--- src/rtl/mem_arbiter.sv ---
// Two-requester (fetch, load/store) arbiter onto one memory port, one transaction in flight.
// Optional macro ARB_RR_EN selects round-robin arbitration; default gives load/store fixed priority.
module mem_arbiter #(
    parameter int unsigned TIMEOUT = 255
) (
    input  logic        clk,
    input  logic        rst_n,
    input  logic        if_req_valid,
    input  logic [63:0] if_req_addr,
    output logic        if_req_ready,
    output logic        if_rsp_valid,
    output logic [63:0] if_rsp_data,
    input  logic        ls_req_valid,
    input  logic        ls_req_wen,
    input  logic [63:0] ls_req_addr,
    input  logic [63:0] ls_req_wdata,
    input  logic [7:0]  ls_req_wmask,
    output logic        ls_req_ready,
    output logic        ls_rsp_valid,
    output logic [63:0] ls_rsp_data,
    output logic        mem_valid,
    output logic        mem_wen,
    output logic [63:0] mem_addr,
    output logic [63:0] mem_wdata,
    output logic [7:0]  mem_wmask,
    input  logic        mem_rsp_valid,
    input  logic [63:0] mem_rsp_data,
    output logic        err_timeout
);

    // Handshake: a request transfers in the cycle where its valid and ready are both high;
    // ready is only ever raised in IDLE, for one requester at a time.

    typedef enum logic [1:0] {S_IDLE, S_ISSUE, S_WAIT, S_RESP} state_t;

    // wait_cnt holds the number of WAIT cycles already spent without a response.
    localparam logic [7:0] WAIT_LAST = 8'(TIMEOUT - 1);

    state_t      state;
    logic        owner_ls;
    logic [7:0]  wait_cnt;
    logic        grant_ls;
    logic        grant_if;
    logic [63:0] rsp_word;

`ifdef ARB_RR_EN
    logic last_ls;

    always_comb begin
        grant_ls = ls_req_valid && (!if_req_valid || !last_ls);
        grant_if = if_req_valid && !grant_ls;
    end
`else
    always_comb begin
        grant_ls = ls_req_valid;
        grant_if = if_req_valid && !ls_req_valid;
    end
`endif

    assign if_req_ready = rst_n && (state == S_IDLE) && grant_if;
    assign ls_req_ready = rst_n && (state == S_IDLE) && grant_ls;
    assign rsp_word     = mem_wen ? 64'd0 : mem_rsp_data;

    always_ff @(posedge clk or negedge rst_n) begin
        if (!rst_n) begin
            state        <= S_IDLE;
            owner_ls     <= 1'b0;
            wait_cnt     <= '0;
            mem_valid    <= 1'b0;
            mem_wen      <= 1'b0;
            mem_addr     <= '0;
            mem_wdata    <= '0;
            mem_wmask    <= '0;
            if_rsp_valid <= 1'b0;
            if_rsp_data  <= '0;
            ls_rsp_valid <= 1'b0;
            ls_rsp_data  <= '0;
            err_timeout  <= 1'b0;
`ifdef ARB_RR_EN
            last_ls      <= 1'b0;
`endif
        end else begin
            mem_valid    <= 1'b0;
            if_rsp_valid <= 1'b0;
            ls_rsp_valid <= 1'b0;
            if_rsp_data  <= '0;
            ls_rsp_data  <= '0;
            err_timeout  <= 1'b0;
            case (state)
                S_IDLE: begin
                    if (grant_ls || grant_if) begin
                        owner_ls  <= grant_ls;
                        mem_valid <= 1'b1;
                        state     <= S_ISSUE;
`ifdef ARB_RR_EN
                        last_ls   <= grant_ls;
`endif
                        if (grant_ls) begin
                            mem_wen   <= ls_req_wen;
                            mem_addr  <= ls_req_addr;
                            mem_wdata <= ls_req_wdata;
                            mem_wmask <= ls_req_wmask;
                        end else begin
                            mem_wen   <= 1'b0;
                            mem_addr  <= if_req_addr;
                            mem_wdata <= '0;
                            mem_wmask <= '0;
                        end
                    end
                end
                S_ISSUE: begin
                    wait_cnt <= '0;
                    state    <= S_WAIT;
                end
                S_WAIT: begin
                    // A response arriving on the final allowed cycle beats the timeout.
                    if (mem_rsp_valid) begin
                        state <= S_RESP;
                        if (owner_ls) begin
                            ls_rsp_valid <= 1'b1;
                            ls_rsp_data  <= rsp_word;
                        end else begin
                            if_rsp_valid <= 1'b1;
                            if_rsp_data  <= rsp_word;
                        end
                    end else if (wait_cnt == WAIT_LAST) begin
                        state        <= S_RESP;
                        err_timeout  <= 1'b1;
                        ls_rsp_valid <= owner_ls;
                        if_rsp_valid <= !owner_ls;
                    end else begin
                        wait_cnt <= wait_cnt + 8'd1;
                    end
                end
                S_RESP: begin
                    state <= S_IDLE;
                end
                default: state <= S_IDLE;
            endcase
        end
    end

endmodule

--- config.mk ---
export PLATFORM = sky130hd
export DESIGN_NAME = mem_arbiter
export DESIGN_NICKNAME = d
export VERILOG_FILES = /design/src/rtl/mem_arbiter.sv
export SDC_FILE = /design/constraint.sdc
export NUM_CORES = 1
export LEC_CHECK = 0
export ABC_AREA = 1
export BUFFER_PORTS_ARGS = -buffer_cell sky130_fd_sc_hd__buf_2
export CORE_AREA = 2 2 213 215
export CTS_BUF_LIST = sky130_fd_sc_hd__clkbuf_4 sky130_fd_sc_hd__clkbuf_8
export DETAILED_ROUTE_END_ITERATION = 8
export DIE_AREA = 0 0 215 217
export PLACE_DENSITY_LB_ADDON = 0.25
export SYNTH_ARGS = -nofsm -noshare
export SYNTH_HDL_FRONTEND = slang
export SYNTH_SLANG_ARGS = --single-unit
--- constraint.sdc ---
create_clock -name clk -period 1.75 [get_ports clk]
set_input_delay 0.175 -clock clk [delete_from_list [all_inputs] [get_ports clk]]
set_output_delay 0.175 -clock clk [all_outputs]
set_load 0.02 [all_outputs]
==> key figures <==
Synth
  • Post-synthesis mux area share: 0
  • Synth Register Bits: 280
  • Post-Synth Simple-Gate Area: 0.190
  • Syn Area/Cell: 9.68 um^2
  • Synthesized instance count: 1,116
  • Yosys cell types: 21
  • Leading area contributor after synthesis: dfrtp_1
  • Ys Warns: 0
  • Ranking of synthesized cells by area: dfrtp_1 (65%), nand2_1 (7.7%), nor2_1 (7.1%)
  • Top cell type's share of synthesized area: 0.649
  • Syn nets: 1,392
  • Main combinational cell family by area after synthesis: simple AND/OR/NAND/NOR gates
  • Mapped cell area: 10,800 um^2
  • Xor/xnor cell area share of the yosys netlist: 0.000811
  • Area share of fa/ha/maj cells after synthesis: 0.00695
  • Post-synthesis sequential area ratio: 0.649
  • Synth Area in Compound Gates: 0.0780

Hold path
  • Min-Delay Path Depth: 5
  • Min-delay src: if_req_valid
  • Min-Delay Path Class: in2reg
  • Worst Hold Path EP: state[1]

Cells and area
  • Post-Layout Cell Count: 2,582
  • Synthesis-to-finish area growth: 68.2%
  • Final Cell Area: 18,200 um^2
  • Layout fillers: 4,427
  • Share of layout cells above drive strength 1: 0.346
  • Final nets: 2,217
  • Core Util, Final: 0.406

Global routing
  • Antenna violations before repair: 3
  • Largest net degree at the start of global routing: 106
  • Gr ovfl total: 0
  • Tot GR Track Use: 0.168
  • First-pass GRT wire length: 62,100 um
  • Number of global-route vias before repair: 11,400

Detailed routing
  • Drt initial violations: 616
  • Top sig layer: met4
  • Met3 routed WL: 3060 um
  • Via-per-instance ratio: 4.25
  • Met2 Routed Length: 18,900 um
  • Post-route DRC: 0
  • ANT nets after route: 0
  • DRT Pass-1 Iters: 5
  • Vias post-DR: 11,000
  • Met1 WL: 16,200 um
  • Total Wirelength: 39,900 um
  • DR WL/cell: 15.4 um

STA
  • Unrepaired setup endpoints after global routing: yes
  • # setup viols final: 0
  • Slew Limit Headroom: 0.554
  • F_max: 0.574 GHz
  • Setup Skew: 0.0206 ns
  • Max-slew violation count: 0
  • Min Tclk post-route: 1.74 ns
  • Worst-Margin Slew: 0.669 ns
  • Fin crit share: 0.996
  • Final Hold Vio Count: 0

Worst setup path
  • Delay-heaviest family, CP: flip-flops
  • CP Launch Type: register
  • R2R Setup Slk: 0.08 ns
  • R2R Path End: mem_addr[34]
  • Crit-path cells: inv_2 > ha_4 > nand2_4 > nor3_4 > buf_6
  • Reg2Reg Launch Point: state[0]
  • Crit Path Max Fanout: 2
  • CP Buf/Inv Count: 2
  • Crit Path Class: reg2out
  • CP max stage cell: dfrtp_1
  • CP max stage delay: 0.40 ns
  • Crit path DAT: 1.57 ns
  • Worst r2r path cells: 8
  • Critical Path End Type: output port
  • WP data required: 1.57 ns

Status
  • Outcome: complete, no violations

Placement
  • Inst Count DP: 2,213
  • Port bufs: 540
  • Routability cong.: 0.815
  • Area after DPL: 14,200 um^2
  • DP HPWL: 26,600 um

Clock tree
  • Reg clk slew, reported paths: 0.06 ns
  • Clock root buffer: clkbuf_8
  • Max H-tree Level: 2
  • Clock latency on the worst-skew pair: 0.60 ns
  • CTS tree: built
  • Bufs on Longest Clock Path: 3
  • Cts bufs inserted: 50
  • CTS sink count: 280

Power
  • Design Power: 26.9 mW
  • Sw Ratio: 0.396
  • Peak supply drop: 0.000867 V
  • Leak: 9.49 nW
  • Clk network pwr share: 0.251
  • NetSw: 10.6 mW
  • Internal power: 16.2 mW
  • Combinational Power Share: 0.397
  • Pwr/cell area: 1480 nW/um^2
  • Sequential cell fraction of total power: 0.352

Floorplanning
  • Initial Util: 0.242
  • Chip width: 215 um
  • Die height: 217 um
  • Rows: 78
  • Num ports: 541
  • CORE AREA: 44,700 um^2
  • Die area: 46,700 um^2

Run
  • Max-cap violations: 0
## metrics by stage
step                      TNS (ns)  worst slack, ns  hold slack, ns
final                            0          0.00662           0.107
after global routing        -0.445           -0.121          0.0762
after CTS                   -0.207           -0.121          0.0297
after detailed placement         0           0.0727          0.0512
after global placement           0            0.133          0.0485
after floorplan                  0            0.300          -0.121
## cells in the mapped netlist, drive strengths merged
cell	instances
a21oi	1
inv	88
nor4	2
a31oi	64
ha	6
nor3	3
o21ai	82
xnor2	1
buf	44
clkbuf	31
a211oi	2
dfrtp	280
nand3	84
nand2	222
o21a	1
nand3b	1
nor2	204
## how the worst max path moves through the flow
stage / startpoint / to / slack, ns / cells past startpoint
after floorplan: state[0] / wait_cnt[2] / 0.30 / 8
after global placement: state[0] / mem_addr[27] / 0.13 / 7
after detailed placement: state[0] / mem_addr[22] / 0.07 / 7
after CTS: state[1] / if_req_ready / -0.12 / 5
after global routing: state[0] / if_req_ready / -0.12 / 5
final: state[0] / if_req_ready / 0.007 / 5
## state kept, by name (all words and copies together) (netlist names)
name / count
if_rsp_valid: 1
mem_wmask: 8
ls_rsp_valid: 1
mem_wen: 1
if_rsp_data: 64
ls_rsp_data: 64
mem_wdata: 64
err_timeout: 1
mem_valid: 1
state: 2
wait_cnt: 8
owner_ls: 1
mem_addr: 64
## per-layer routing
| metal | up-vias | global-route usage |
|---|---|---|
| met4 | 0 | 0.0756 |
| met2 | 472 | 0.276 |
| met5 | - | 0 |
| li1 | 5207 | - |
| met3 | 97 | 0.0482 |
| met1 | 5190 | 0.204 |
## cells by family after synthesis
family / Yosys count
buf+inv: 163
compound gates: 150
flops: 280
fa+ha+maj: 6
simple gates: 516
xor+xnor: 1
## area by class of cell
type | count | area, um^2 | share of cell area
tap | 600 | 751 | 0.0413
timing repair buffer | 848 | 5910 | 0.326
clock inverter | 10 | 111 | 0.00613
antenna | 3 | 7.51 | 0.000413
inverter | 88 | 330 | 0.0182
multi-input combinational | 673 | 3040 | 0.167
sequential | 280 | 7010 | 0.386
clock buffer | 80 | 1010 | 0.0554
## what timing repair did
action | CTS | global route
pin swaps | 2 | 2
hold buffers | 269 | 0
resized for setup | 11 | 5
endpoints found under the hold margin | 548 | 0
endpoints found under the setup margin | 2 | 2
setup buffers | 5 | 2
## worst register-to-register path, cell delays in order, from the launching register on
cell,delay [ns]
dfrtp_1,0.40
inv_2,0.09
ha_4,0.16
buf_4,0.12
o21a_4,0.15
buf_12,0.20
buf_4,0.25
nor2_1,0.07
a31oi_1,0.17
## power by group through the flow
stage | sequential (mW) | combinational, mW | clock (mW)
after floorplan | 11.8 | 3.80 | 0
after global placement | 9.48 | 9.99 | 0
after detailed placement | 9.48 | 10.1 | 0
after CTS | 9.45 | 10.7 | 6.96
after global routing | 9.70 | 11.7 | 7.29
final | 9.46 | 10.7 | 6.75
## layout by cell type (no fill, tap or decap), drive strengths merged
cell / instances
a211oi: 2
a21oi: 1
buf: 580
dfrtp: 280
o21a: 1
clkinvlp: 2
clkinv: 5
bufinv: 2
nand3: 84
dlygate4sd3: 268
nand3b: 1
nor2: 204
diode: 3
xnor2: 1
nor3: 3
a31oi: 64
clkbuf: 80
o21ai: 82
nor4: 2
inv: 89
nand2: 222
ha: 6
No activity file was read; power rests on OpenSTA's default activity.
